## src/rtl/result_writer_pkg.sv

```systemverilog
// Shared widths and types for the result write path into the calculator SRAM.
// A result pair packs into one SRAM word, so MEM_WORD_SIZE is twice DATA_W.
package result_writer_pkg;

    localparam int DATA_W        = 32;
    localparam int MEM_WORD_SIZE = 64;
    localparam int ADDR_W        = 9;

    typedef enum logic [2:0] {IDLE, LOW, HIGH, WRITE, DONE} writer_state_t;

    typedef logic [ADDR_W-1:0]        addr_t;
    typedef logic [MEM_WORD_SIZE-1:0] mem_word_t;
    typedef logic [DATA_W-1:0]        data_t;

endpackage

```

## src/rtl/result_writer_if.sv

```systemverilog
// Result stream into the writer plus the SRAM write port out of it.
// master = calculator/SRAM side, slave = result_writer.
interface result_writer_if;
    import result_writer_pkg::*;

    // Result beat transfers on a rising edge where result_valid_i && result_ready_o.
    // The producer holds data stable while valid is high and not yet accepted.
    logic      result_valid_i;
    logic      result_ready_o;
    data_t     result_data_i;

    logic      sram_write_o;
    addr_t     sram_addr_o;
    mem_word_t sram_wdata_o;

    modport master (
        output result_valid_i, result_data_i,
        input  result_ready_o, sram_write_o, sram_addr_o, sram_wdata_o
    );

    modport slave (
        input  result_valid_i, result_data_i,
        output result_ready_o, sram_write_o, sram_addr_o, sram_wdata_o
    );

endinterface

```

## src/rtl/result_writer.sv

```systemverilog
// Packs pairs of results into SRAM words and writes them over a programmed
// address range (modulo 2^ADDR_W), finishing early on flush.
module result_writer
    import result_writer_pkg::*;
(
    input  logic          clk,
    input  logic          rst_n,
    input  logic          start_i,
    input  addr_t         write_start_addr_i,
    input  addr_t         write_end_addr_i,
    input  logic          flush_i,
    result_writer_if.slave bus,
    output logic          busy_o,
    output logic          done_o,
    output writer_state_t dbg_state_o
);

    writer_state_t state;
    addr_t         cur_addr;
    addr_t         end_addr;
    data_t         lo;
    logic          last;
    addr_t         sram_addr_q;
    mem_word_t     sram_wdata_q;

    // The SRAM address/data registers load only on the transition into WRITE,
    // so they hold their last written values at all other times.
    always_ff @(posedge clk or negedge rst_n) begin
        if (!rst_n) begin
            state        <= IDLE;
            cur_addr     <= '0;
            end_addr     <= '0;
            lo           <= '0;
            last         <= 1'b0;
            sram_addr_q  <= '0;
            sram_wdata_q <= '0;
        end else begin
            case (state)
                IDLE: begin
                    if (start_i) begin
                        cur_addr <= write_start_addr_i;
                        end_addr <= write_end_addr_i;
                        state    <= LOW;
                    end
                end
                LOW: begin
                    if (bus.result_valid_i) begin
                        lo <= bus.result_data_i;
                        if (flush_i) begin
                            last         <= 1'b1;
                            sram_addr_q  <= cur_addr;
                            sram_wdata_q <= {data_t'(0), bus.result_data_i};
                            state        <= WRITE;
                        end else begin
                            state <= HIGH;
                        end
                    end else if (flush_i) begin
                        state <= DONE;
                    end
                end
                HIGH: begin
                    if (bus.result_valid_i) begin
                        last         <= flush_i;
                        sram_addr_q  <= cur_addr;
                        sram_wdata_q <= {bus.result_data_i, lo};
                        state        <= WRITE;
                    end else if (flush_i) begin
                        last         <= 1'b1;
                        sram_addr_q  <= cur_addr;
                        sram_wdata_q <= {data_t'(0), lo};
                        state        <= WRITE;
                    end
                end
                WRITE: begin
                    if (last || (cur_addr == end_addr)) begin
                        state <= DONE;
                    end else begin
                        cur_addr <= addr_t'(cur_addr + 1'b1);
                        state    <= LOW;
                    end
                end
                DONE: begin
                    last  <= 1'b0;
                    state <= IDLE;
                end
                default: state <= IDLE;
            endcase
        end
    end

    assign bus.result_ready_o = (state == LOW) || (state == HIGH);
    assign bus.sram_write_o   = (state == WRITE);
    assign bus.sram_addr_o    = sram_addr_q;
    assign bus.sram_wdata_o   = sram_wdata_q;
    assign busy_o             = (state != IDLE);
    assign done_o             = (state == DONE);
    assign dbg_state_o        = state;

endmodule

```

## src/flat_wrapper.sv

```systemverilog
// flat-port wrapper written by rule: the top's interface ports become plain ports
module result_writer_flat import result_writer_pkg::*;
  (clk, rst_n, start_i, write_start_addr_i, write_end_addr_i, flush_i, busy_o, done_o, dbg_state_o, bus_result_valid_i, bus_result_data_i, bus_result_ready_o, bus_sram_write_o, bus_sram_addr_o, bus_sram_wdata_o);
  result_writer_if bus_i ();
  input  logic clk;
  input  logic rst_n;
  input  logic start_i;
  input  addr_t write_start_addr_i;
  input  addr_t write_end_addr_i;
  input  logic flush_i;
  output logic busy_o;
  output logic done_o;
  output writer_state_t dbg_state_o;
  input wire logic [$bits(bus_i.result_valid_i)-1:0] bus_result_valid_i;
  input wire logic [$bits(bus_i.result_data_i)-1:0] bus_result_data_i;
  output wire logic [$bits(bus_i.result_ready_o)-1:0] bus_result_ready_o;
  output wire logic [$bits(bus_i.sram_write_o)-1:0] bus_sram_write_o;
  output wire logic [$bits(bus_i.sram_addr_o)-1:0] bus_sram_addr_o;
  output wire logic [$bits(bus_i.sram_wdata_o)-1:0] bus_sram_wdata_o;
  assign bus_i.result_valid_i = bus_result_valid_i;
  assign bus_i.result_data_i = bus_result_data_i;
  assign bus_result_ready_o = bus_i.result_ready_o;
  assign bus_sram_write_o = bus_i.sram_write_o;
  assign bus_sram_addr_o = bus_i.sram_addr_o;
  assign bus_sram_wdata_o = bus_i.sram_wdata_o;
  result_writer u_core (.clk(clk), .rst_n(rst_n), .start_i(start_i), .write_start_addr_i(write_start_addr_i), .write_end_addr_i(write_end_addr_i), .flush_i(flush_i), .bus(bus_i), .busy_o(busy_o), .done_o(done_o), .dbg_state_o(dbg_state_o));
endmodule
```

## config.mk

```make
export PLATFORM = sky130hd
export DESIGN_NAME = result_writer_flat
export DESIGN_NICKNAME = d
export VERILOG_FILES = /design/src/rtl/result_writer_pkg.sv /design/src/rtl/result_writer_if.sv /design/src/rtl/result_writer.sv /design/src/flat_wrapper.sv
export SDC_FILE = /design/constraint.sdc
export NUM_CORES = 1
export LEC_CHECK = 0
export ABC_CLOCK_PERIOD_IN_PS = 1800
export BUFFER_PORTS_ARGS = -buffer_cell sky130_fd_sc_hd__buf_4
export CAP_MARGIN = 30
export CORE_MARGIN = 3
export CORE_UTILIZATION = 40
export DETAILED_ROUTE_END_ITERATION = 10
export PLACE_DENSITY = 0.65
export SLEW_MARGIN = 30
export SYNTH_ARGS = -nofsm -noshare
export SYNTH_HDL_FRONTEND = slang
export SYNTH_SLANG_ARGS = --single-unit
```

## constraint.sdc

```tcl
create_clock -name clk -period 1.8 [get_ports clk]
set_input_delay 0.18 -clock clk [delete_from_list [all_inputs] [get_ports clk]]
set_output_delay 0.18 -clock clk [all_outputs]
set_load 0.01 [all_outputs]
```

Yosys cells after proc, flatten, opt, wreduce, memory -nomap -nowiden

Index checks and enable logic that the tools add are counted.

Eq/ne operators: 11
Reduce and logical (&&, ||, !) cells: 14
Add/sub/neg operators: 1
Mux-type cells: 24

Operators with widths:

| operator                                                               | count |
|---|---|
| 64-bit 2-to-1 mux                                                      | 4 |
| 64-bit one-hot mux with 2 select lines                                 | 1 |
| 9-bit 2-to-1 mux                                                       | 5 |
| 9-bit one-hot mux with 2 select lines                                  | 2 |
| 3-bit 2-to-1 mux                                                       | 6 |
| 3-bit one-hot mux with 4 select lines                                  | 1 |
| 9-bit by 1-bit adder with 9-bit output (second input constant)         | 1 |
| 9-bit equality test                                                    | 1 |
| 2-bit != test (second input constant)                                  | 4 |
| 2-bit AND reduction                                                    | 4 |
| 3-bit by 2-bit equality test with 1-bit output (second input constant) | 2 |
| 3-bit != test (second input constant)                                  | 2 |
| 3-bit AND reduction                                                    | 2 |
| 3-bit nonzero test                                                     | 2 |
| 1-bit 2-to-1 mux                                                       | 4 |
| 4-bit AND reduction                                                    | 1 |
| 2-bit nonzero test                                                     | 2 |
| 3-bit by 1-bit equality test with 1-bit output (second input constant) | 1 |
| 3-bit equality test (second input constant)                            | 1 |
| 3-bit zero test                                                        | 1 |
| 1-bit one-hot mux with 3 select lines                                  | 1 |
| 1-bit logical OR                                                       | 2 |

Logic and storage cells: 57
Flip-flop bits (word level): 127
Output and inout port bits: 80
Input bits: 55

Logic depth before layout (Yosys ltp)

Gate-level depths: netlist of run 1.

Word-level depth: 4
Mapped depth: 7
Depth with buffers taken out: 5

Worst setup path after synthesis of run 1

No wires, ideal clock.

Path type: register to register
Start: register u_core.state[1] (netlist: u_core.dbg_state_o[1])
End: register u_core.cur_addr[7]
Cell stages (with the launch flop): 6
Buffers on the path: 0
Required time: 1.701 ns
Setup time: 0.099 ns
Setup slack: -0.056 ns
Arrival time: 1.756 ns
Clock period less this slack: 1.856 ns
Path through: dfrtp_1 -> or3b_1 -> a2111o_1 -> a31oi_4 -> a311oi_1 -> a311oi_1

Longest elaborated chain between the ends: 3
Elaborated cells on any way between the ends: 7
Classes of those cells: 3 x eq/ne; 1 x mux; 3 x reduce/logical

RTL lines:

| element                                                                           | line                | text |
|---|---|---|
| start, declared                                                                   | result_writer.sv:18 | `writer_state_t state;` |
| start signal, assigned                                                            | result_writer.sv:30 | `state <= IDLE;` |
| start signal, assigned                                                            | result_writer.sv:43 | `state <= LOW;` |
| start signal, assigned                                                            | result_writer.sv:53 | `state <= WRITE;` |
| 3-bit by 2-bit equality test with 1-bit output or 3-bit zero test (tied branches) | result_writer.sv:38 | `case (state)` |
| 2-bit != test (no line) or 2-bit nonzero test (tied branches)                     | n/a                 |  |
| 3-bit AND reduction (no line)                                                     | n/a                 |  |
| end signal, assigned                                                              | result_writer.sv:41 | `cur_addr <= write_start_addr_i;` |
| end signal, assigned                                                              | result_writer.sv:78 | `cur_addr <= addr_t'(cur_addr + 1'b1);` |
| end, declared                                                                     | result_writer.sv:19 | `addr_t cur_addr;` |

Several ways; a longest one is shown, not always the timed one.
A chain may end at the register's enable or synchronous reset.

Worst setup path in the final report of run 1

Ends and elaborated chain as after synthesis.

==> summary.md, run 1 <==
| Metric | Value |
|---|---|
| Final WL | `14.7 mm` |
| I/O pin cnt | `135` |
| Critical-path top delay cell | `dfrtp_1` |
| Synth warn | `0` |
| Largest area contributor in the netlist | `dfrtp_1` |
| Gr usage total | `0.188` |
| IO Port Bufs | `134` |
| Vias in the first global route | `4,224` |
| Initial DRC count | `293` |
| Tcrit/Tclk final | `1.04` |
| Peak supply drop | `999 µV` |
| Post-synth top area share | `0.590` |
| Top cells by count, synth | `127 x dfrtp_1, 64 x nand2_1, 38 x mux2_2` |
| Critical Path Max Stage Delay | `0.42 ns` |
| Htree depth | `4` |
| Status | `finished with violations` |
| TritonCTS buffer count | `17` |
| Worst Setup Start Kind | `flop` |
| RSZ-0062 raised after global routing | `yes` |
| Std-Cell Rows | `41` |
| CP arrival | `2.19 ns` |
| Post-synthesis cell area | `approximately 5400 µm²` |
| First-pass GRT wire length | `21.7 mm` |
| Layout Skew | `0.00755 ns` |
| Slew Limit Fails | `0` |
| DP Area | `approximately 7000 µm²` |
| Power density cells | `1890 nW/µm²` |
| Rel. slew slack | `0.736` |
| Failing checks | `setup timing` |
| Clock Latency Late Sink | `0.42 ns` |
| CP top delay family | `compound AO/OA/AOI/OAI gates` |
| Tmin final | `1.87 ns` |
| ANT cells | `0` |
| CP Cell Sequence | `or3b_4, a2111o_1, a31oi_4, a311oi_2, a311oi_2` |
| Reg2Reg Setup Slack | `-0.07 ns` |
| Post-DP HPWL | `about 9.2 mm` |
| Crit Path Max Fanout | `4` |
| DIE HEIGHT | `122 µm` |
| Most used cell, CP | `a311oi_2` |
| Post-DR wirelength/cell | `17.6 µm` |
| FMAX | `536 MHz` |
| Mapped Nets | `506` |
| Initial core utilization | `0.418` |
| DR vias | `between 4,000 and 5,000` |
| Number of flops mapped to enable cells by yosys | `0` |
| NumNets Final | `706` |
| Die outline area | `about 15,000 µm²` |
| Lkg Pwr | `about 3.9 nW` |
| Max Cap Violations | `0` |
| GRT overflow | `0` |
| Layout Area Growth over Synthesis | `50.5%` |
| Main area contributors after synthesis | `dfrtp_1 59%, mux2_2 7.9%, mux2i_1 5.9%` |
| Final setup margin | `-0.0655 ns` |
| Worst path buffer plus inverter count | `0` |
| Slew at the pin closest to its max-slew limit | `~0.40 ns` |
| Final-report hold violation count | `0` |
| Cell with the most instances after synthesis | `dfrtp_1` |
| Seq/Total Area, Yosys | `0.590` |
| Post-route ant nets | `0` |
| CP Class | `flop to flop` |
| Mean Syn Cell Area | `about 12 µm²` |
| Final Util | `0.630` |
| HP Class | `primary input to flop` |
| Initial antenna violation count | `0` |
| Clock sinks | `about 130` |
| Clk root buf | `clkbuf_16` |
| Drt drc | `0` |
| Core Box Area | `12,900 µm²` |
| Crit. End Element | `flop` |
| Seq cells post-synth | `approximately 130` |
| Unique cell type count in the Yosys netlist | `47` |
| Total power | `15.3 mW` |
| Fraction of registers with async set/reset | `1.00` |
| RePlAce Congestion | `0.864` |
| Worst endpoint required time | `2.12 ns` |
| Share of layout cells above drive strength 1 | `0.439` |
| First drt pass iteration count | `4` |
| Synthesized netlist cell count | `450` |
| Setup-failing EPs final | `4` |
| Largest net degree at the start of global routing | `76` |
| Worst-path clk slew | `0.06 ns` |
| Die X | `~120 µm` |
| Post-route cell area | `8110 µm²` |
| CTS tree | `built` |
| Synth Flop Type | `dfrtp_1` |
| Clk buf depth | `2` |
| Drt via density | `5.21` |
-- worst register-to-register path, stage by stage (launching register included) --
cell	delay (ns)
dfrtp_1	0.42
or3b_4	0.40
a2111o_1	0.41
a31oi_4	0.21
a311oi_2	0.13
a311oi_2	0.20
-- where the power goes --
part	switching, mW	internal (mW)
Clock	1.19	2.34
Combinational	3.06	3.55
Sequential	0.892	4.26
-- worst paths after layout --
| kind | startpoint | cells after the start | end |
|---|---|---|---|
| worst max-delay path | u_core.dbg_state_o[1] | 5 | u_core.cur_addr[7] |
| worst min-delay path | bus_result_data_i[19] | 2 | u_core.bus.sram_wdata_o[51] |
| worst max register to register | u_core.dbg_state_o[1] | 5 | u_core.cur_addr[7] |
| worst min register to register | u_core.bus.sram_wdata_o[10] | 2 | u_core.bus.sram_wdata_o[10] |
| max in group asynchronous | rst_n | 3 | u_core.cur_addr[5] |
| min in group asynchronous | rst_n | 2 | u_core.bus.sram_wdata_o[29] |
-- state kept, by name, summed over array words and instances (netlist names) --
register and count:
u_core.last 1, u_core.cur_addr 9, u_core.bus.sram_wdata_o 64, u_core.end_addr 9, u_core.lo 32, u_core.bus.sram_addr_o 9, u_core.dbg_state_o 3
-- area by class of cell --
class / count / area (µm²)
clock inverters: 6 / 105
flip-flops and latches: 127 / 3180
clock buffers: 24 / 502
inverters: 8 / 30.0
repair buffers: 211 / 1830
multi-input cells: 285 / 2240
fillers: 1021 / 4770
well taps: 172 / 215
-- layer usage --
| metal | global-route usage | part of all wire |
|---|---|---|
| met5 | 0 | 0 |
| met4 | 0.0665 | 0.014 |
| met3 | 0.0520 | 0.056 |
| met2 | 0.301 | 0.49 |
| met1 | 0.246 | 0.44 |
-- cell usage in the layout, fill, tap and decap left out, types with 12 or more instances in the layout --
| master | Yosys | final |
|---|---|---|
| buf_4 | 0 | 168 |
| dfrtp_1 | 127 | 122 |
| nand2_1 | 64 | 64 |
| a22o_1 | 32 | 32 |
| mux2i_1 | 32 | 32 |
| mux2_2 | 38 | 32 |
| o21ai_0 | 36 | 25 |
| dlygate4sd3_1 | 0 | 23 |
| clkbuf_16 | 0 | 19 |
| o21ai_1 | 3 | 12 |
-- stage by stage --
| stage | hold WS [ns] | setup TNS [ns] | setup WS [ns] | std cells |
|---|---|---|---|---|
| 2_1_floorplan | -0.116 | -0.0694 | -0.0514 | 450 |
| 3_3_place_gp | 0.0581 | -0.0496 | -0.0368 | 761 |
| 3_5_place_dp | 0.0604 | -0.177 | -0.0759 | 761 |
| 4_1_cts | 0.000118 | -0.268 | -0.0221 | 820 |
| 5_1_grt | 0.00226 | -3.52 | -0.134 | 833 |
| 6_report | 0.0179 | -0.140 | -0.0655 | 833 |
-- cells by family (layout without fill, tap and decap cells) --
family | count (synthesis) | after routing | synth area share
buffers and inverters | 38 | 249 | 0.0293
AO/OA/AOI/OAI | 102 | 102 | 0.134
AND/OR/NAND/NOR | 101 | 101 | 0.0866
multiplexers | 71 | 71 | 0.141
adder cells (fa/ha/maj) | 1 | 1 | 0.00232
XOR/XNOR | 10 | 10 | 0.0163
flip-flops | 127 | 127 | 0.590
-- repair_timing --
item / CTS / global route
buffers inserted: 5 / 8
pin swaps: 4 / 8
endpoints found under the setup margin: 15 / 85
hold buffers: 23 / 0
gates resized for setup: 12 / 43
cloned: 1 / 6
endpoints found under the hold margin: 149 / 0
(Power assumes the default switching activity.)
==> run 2: changes to the inputs <==
CAP_MARGIN = 20   (was 30)
RECOVER_POWER = 100   (was not set)
==> summary.md, run 2 (synthesis results as in run 1) <==
| Metric | Value |
|---|---|
| Layout Area Growth over Synthesis | `44.9%` |
| Initial DRC count | `307` |
| Final-report hold violation count | `0` |
| Post-route ant nets | `0` |
| Final cell count without fillers | `833` |
| CP Class | `flop to flop` |
| GRT overflow | `0` |
| I/O pin cnt | `135` |
| Slew at the pin closest to its max-slew limit | `0.787 ns` |
| Commonest non-fill, non-tap cell in the layout | `dfrtp_1` |
| Worst hold stages | `2` |
| IO Port Bufs | `134` |
| Post-DR wirelength/cell | `17.6 µm` |
| RePlAce Congestion | `0.864` |
| Filler cells | `roughly 1,100` |
| Worst-path clk slew | `0.06 ns` |
| Reg area | `3180 µm²` |
| TritonCTS buffer count | `17` |
| Htree depth | `4` |
| DR vias | `4,375` |
| First-pass GRT wire length | `approximately 22 mm` |
| Setup-failing EPs final | `5` |
| Tcrit/Tclk final | `1.04` |
| First drt pass iteration count | `4` |
| Slew Limit Fails | `0` |
| Largest net degree at the start of global routing | `76` |
| Initial core utilization | `0.418` |
| RSZ-0062 raised after global routing | `yes` |
| Vias in the first global route | `4,224` |
| Crit Path Max Fanout | `4` |
| Worst Setup Start Kind | `flop` |
| Worst-case hold slack | `~0.016 ns` |
| Multi-input gate area in the final layout | `2240 µm²` |
| Gr usage total | `0.188` |
| Crit. End Element | `flop` |
| Failing checks | `setup timing` |
| HP Class | `primary input to flop` |
| Placed cells | `~760` |
| Clock Latency Late Sink | `0.42 ns` |
| Drt drc | `0` |
| Max Cap Violations | `0` |
| Rel. slew slack | `0.475` |
| Std-Cell Rows | `just over 40` |
| Reg2Reg Depth | `5` |
| Final setup margin | `-0.0689 ns` |
| FMAX | `between 500 and 600 MHz` |
| Die X | `between 100 and 150 µm` |
| Reg2Reg Setup Slack | `-0.07 ns` |
| Max reg flops | `64` |
| Share of layout cells above drive strength 1 | `0.325` |
| NumNets Final | `706` |
| Tmin final | `between 1.5 and 2 ns` |
| ANT cells | `0` |
| Core Box Area | `12,900 µm²` |
| Final WL | `14.6 mm` |
| Peak supply drop | `921 µV` |
| Post-DP HPWL | `9.23 mm` |
| Worst endpoint required time | `2.12 ns` |
| Drt via density | `5.25` |
| Power density cells | `between 1500 and 2000 nW/µm²` |
| Most frequent cells in the layout | `123 x dfrtp_1, 94 x buf_4, 76 x clkbuf_1` |
| Layout Skew | `0.00812 ns` |
| CTS tree | `built` |
| Die outline area | `14,900 µm²` |
| Lkg Pwr | `approximately 3.6 nW` |
| DIE HEIGHT | `roughly 120 µm` |
| Initial antenna violation count | `0` |
| Clk buf depth | `2` |
| Clock sinks | `127` |
| CP arrival | `2.19 ns` |
| Clk root buf | `clkbuf_16` |
| Status | `finished with violations` |
-- run 2: changes by cell type in the layout (fill, tap and decap cells not counted), sizes merged --
cell / before / now
buf: 186 / 110
clkbuf: 26 / 102
-- run 2: metrics by stage --
step | util | total power [mW] | setup TNS (ns) | setup WS, ns | instance area (µm²)
after global routing | 0.606 | 15.5 | -5.14 | -0.134 | 7800
after CTS | 0.604 | 14.7 | -0.268 | -0.0221 | 7780
after floorplan | - | 8.10 | -0.0694 | -0.0514 | 5390
after detailed placement | 0.533 | 10.9 | -0.177 | -0.0759 | 6870
after global placement | 0.533 | 10.7 | -0.0496 | -0.0368 | 6870
final | 0.606 | 14.7 | -0.150 | -0.0689 | 7800
-- run 2: final timing paths --
| kind | endpoint | from |
|---|---|---|
| hold reg to reg | u_core.bus.sram_wdata_o[10] | u_core.bus.sram_wdata_o[10] |
| setup reg to reg | u_core.cur_addr[7] | u_core.dbg_state_o[1] |
| max in group asynchronous | u_core.cur_addr[5] | rst_n |
| hold / removal | u_core.bus.sram_wdata_o[44] | bus_result_data_i[12] |
| min in group asynchronous | u_core.bus.sram_wdata_o[29] | rst_n |
| setup / recovery | u_core.cur_addr[7] | u_core.dbg_state_o[1] |
-- run 2: per-layer routing --
layer	up-vias	track usage	wire length, µm
li1	2008	-	-
met1	2218	0.246	6430
met2	131	0.301	7080
met3	18	0.0520	913
met4	0	0.0665	207
met5	-	0	0
-- run 2: power breakdown --
group	leakage [nW]	switching (mW)	internal [mW]	total, mW
clock network	0.302	1.18	2.34	3.52
registers	1.56	0.872	4.25	5.13
logic	1.70	3.07	2.94	6.01
-- run 2: critical path, stage by stage, from the launching register on --
cell      delay, ns
dfrtp_1        0.42
or3b_4         0.40
a2111o_1       0.41
a31oi_4        0.22
a311oi_2       0.13
a311oi_2       0.20
-- run 2: final cells by class --
type                    count  area share
clock inverters             6      0.0135
inverters                   8     0.00385
multi-input cells         285       0.288
repair buffers            211       0.195
clock buffers              24      0.0643
well taps                 172      0.0276
flip-flops and latches    127       0.408
-- run 2: timing repair --
item | 4_1_cts | 5_1_grt
setup buffers | 5 | 8
hold endpoints to repair | 149 | 0
pin swaps | 4 | 8
gates resized for setup | 12 | 43
cloned | 1 | 6
endpoints found under the setup margin | 15 | 85
hold buffers | 23 | 0
==> run 3: changes to the inputs <==
CORE_MARGIN = 1.5   (was 3)
CTS_CLUSTER_SIZE = 14   (was not set)
RECOVER_POWER = 50   (was 100)
==> summary.md, run 3 (synthesis results as in run 1) <==
| Metric | Value |
|---|---|
| Clock power share | `0.233` |
| CP Class | `flop to flop` |
| RSZ-0062 raised after global routing | `yes` |
| Worst endpoint required time | `between 2 and 2.5 ns` |
| Post-route ant nets | `0` |
| Worst-path clk slew | `about 0.06 ns` |
| I/O pin cnt | `135` |
| Clk root buf | `clkbuf_16` |
| Tcrit/Tclk final | `1.08` |
| Clock sinks | `127` |
| Clk buf depth | `2` |
| Max reg flops | `64` |
| HP Class | `primary input to flop` |
| Reg area | `roughly 3200 µm²` |
| Post-DP HPWL | `between 9 and 10 mm` |
| Final WL | `16.0 mm` |
| Die outline area | `roughly 14,000 µm²` |
| IO Port Bufs | `134` |
| Layout Skew | `0.0111 ns` |
| Comb pwr share | `0.446` |
| Gr usage total | `0.203` |
| Tmin final | `a little under 2 ns` |
| Post-DR wirelength/cell | `18.5 µm` |
| Drt drc | `0` |
| NetSw | `5.57 mW` |
| Clock Latency Late Sink | `~0.42 ns` |
| Crit. End Element | `flop` |
| Std-Cell Rows | `42` |
| Htree depth | `4` |
| Filler cells | `a little under 1,000` |
| Setup-failing EPs final | `75` |
| Initial core utilization | `0.408` |
| Lkg Pwr | `4.02 nW` |
| Drt via density | `between 5 and 6` |
| Worst slack at placement | `-0.185 ns` |
| Slew Limit Fails | `0` |
| Vias in the first global route | `4,425` |
| DIE HEIGHT | `roughly 120 µm` |
| Power density cells | `1900 nW/µm²` |
| Worst Setup Start Kind | `flop` |
| FMAX | `between 500 and 600 MHz` |
| DR vias | `4,511` |
| Core Box Area | `between 10,000 and 15,000 µm²` |
| Max Cap Violations | `0` |
| Rel. slew slack | `0.504` |
| Final setup margin | `-0.150 ns` |
| Switching Share | `0.341` |
| NumNets Final | `730` |
| Share of layout cells above drive strength 1 | `0.476` |
| Status | `finished with violations` |
| Setup TNS | `-5.15 ns` |
| Multi-input gate area in the final layout | `2340 µm²` |
| First drt pass iteration count | `4` |
| First-pass GRT wire length | `22.3 mm` |
| RePlAce Congestion | `0.858` |
| Commonest non-fill, non-tap cell in the layout | `buf_4` |
| Initial DRC count | `around 230` |
| Die X | `119 µm` |
| TritonCTS buffer count | `17` |
| Most frequent cells in the layout | `168 x buf_4, 123 x dfrtp_1, 49 x nand2_1` |
| CP arrival | `2.25 ns` |
| Largest net degree at the start of global routing | `just over 60` |
| Slew at the pin closest to its max-slew limit | `0.744 ns` |
| Failing checks | `setup timing` |
| Register share of total power | `0.321` |
| Final-report hold violation count | `0` |
| Crit Path Max Fanout | `8` |
| Layout Area Growth over Synthesis | `59.4%` |
| Internal power | `10.8 mW` |
| CTS tree | `built` |
| Initial antenna violation count | `0` |
| ANT cells | `0` |
| Peak supply drop | `1080 µV` |
| GRT overflow | `0` |
-- run 3: changes by cell type in the layout (fill, tap and decap cells not counted), moves of 5 or more --
cell           before  now
clkbuf_16          19   26
mux2_2             32   38
clkbuf_1           76    3
nand2_1            64   49
o21ai_0            25   11
o21ai_1            12   19
buf_4              94  168
mux2_4              6    1
dlygate4sd3_1      23   33
o21ai_2             1    8
nand2_2             0   11
-- run 3: layout make-up --
class                      instances  area share
clock inverter                     9      0.0208
clock buffer                      23      0.0557
sequential                       127       0.371
timing repair buffer             234       0.251
inverter                           8     0.00350
tap                              176      0.0256
multi-input combinational        286       0.273
-- run 3: worst paths after layout --
path / from / endpoint / slack, ns / cells after the start
min in group asynchronous: rst_n / u_core.end_addr[5] / 0.35 / 2
max reg2reg: u_core.dbg_state_o[0] / u_core.bus.sram_wdata_o[53] / -0.15 / 8
min: bus_result_data_i[29] / u_core.bus.sram_wdata_o[61] / 0.01 / 2
max: u_core.dbg_state_o[0] / u_core.bus.sram_wdata_o[53] / -0.15 / 8
min reg2reg: u_core.bus.sram_wdata_o[16] / u_core.bus.sram_wdata_o[16] / 0.49 / 2
max in group asynchronous: rst_n / u_core.cur_addr[5] / 0.33 / 3
-- run 3: repair_timing --
action / in CTS / in global routing
cloned: 1 / 15
hold buffers: 33 / 0
pin swaps: 9 / 21
endpoints found under the hold margin: 66 / 0
buffers inserted: 4 / 13
resized for setup: 15 / 85
setup endpoints to repair: 64 / 71
-- run 3: stage by stage --
stage          utilization  power, mW  hold slack [ns]  cell area, µm²  instances
2_1_floorplan            -       8.10           -0.116            5390        450
3_5_place_dp         0.520       10.9            0.149            6870        766
6_report             0.651       16.3           0.0104            8590        863
4_1_cts              0.603       15.0         0.000145            7950        836
5_1_grt              0.651       17.2          0.00536            8590        863
3_3_place_gp         0.520       10.7            0.140            6870        766
-- run 3: power groups by stage --
stage,Sequential (mW),Combinational [mW],Clock (mW)
6_report,5.24,7.28,3.81
2_1_floorplan,5.37,2.73,0
5_1_grt,5.40,7.81,3.99
4_1_cts,5.13,6.02,3.86
3_3_place_gp,5.08,5.61,0
3_5_place_dp,5.13,5.78,0
-- run 3: worst max-delay path: stages (launching register included) --
cell and delay [ns]:
dfrtp_2 0.42, buf_6 0.12, or2b_1 0.25, buf_6 0.13, o22ai_4 0.20, o21ai_4 0.17
buf_4 0.18, clkbuf_16 0.16, a22o_1 0.19
-- run 3: layer usage --
layer / vias up / global-route usage / wire, µm
met2: 154 / 0.326 / 7950
met5: - / 0 / 0
li1: 2062 / - / -
met1: 2266 / 0.255 / 6740
met4: 0 / 0.0858 / 285
met3: 29 / 0.0603 / 1030
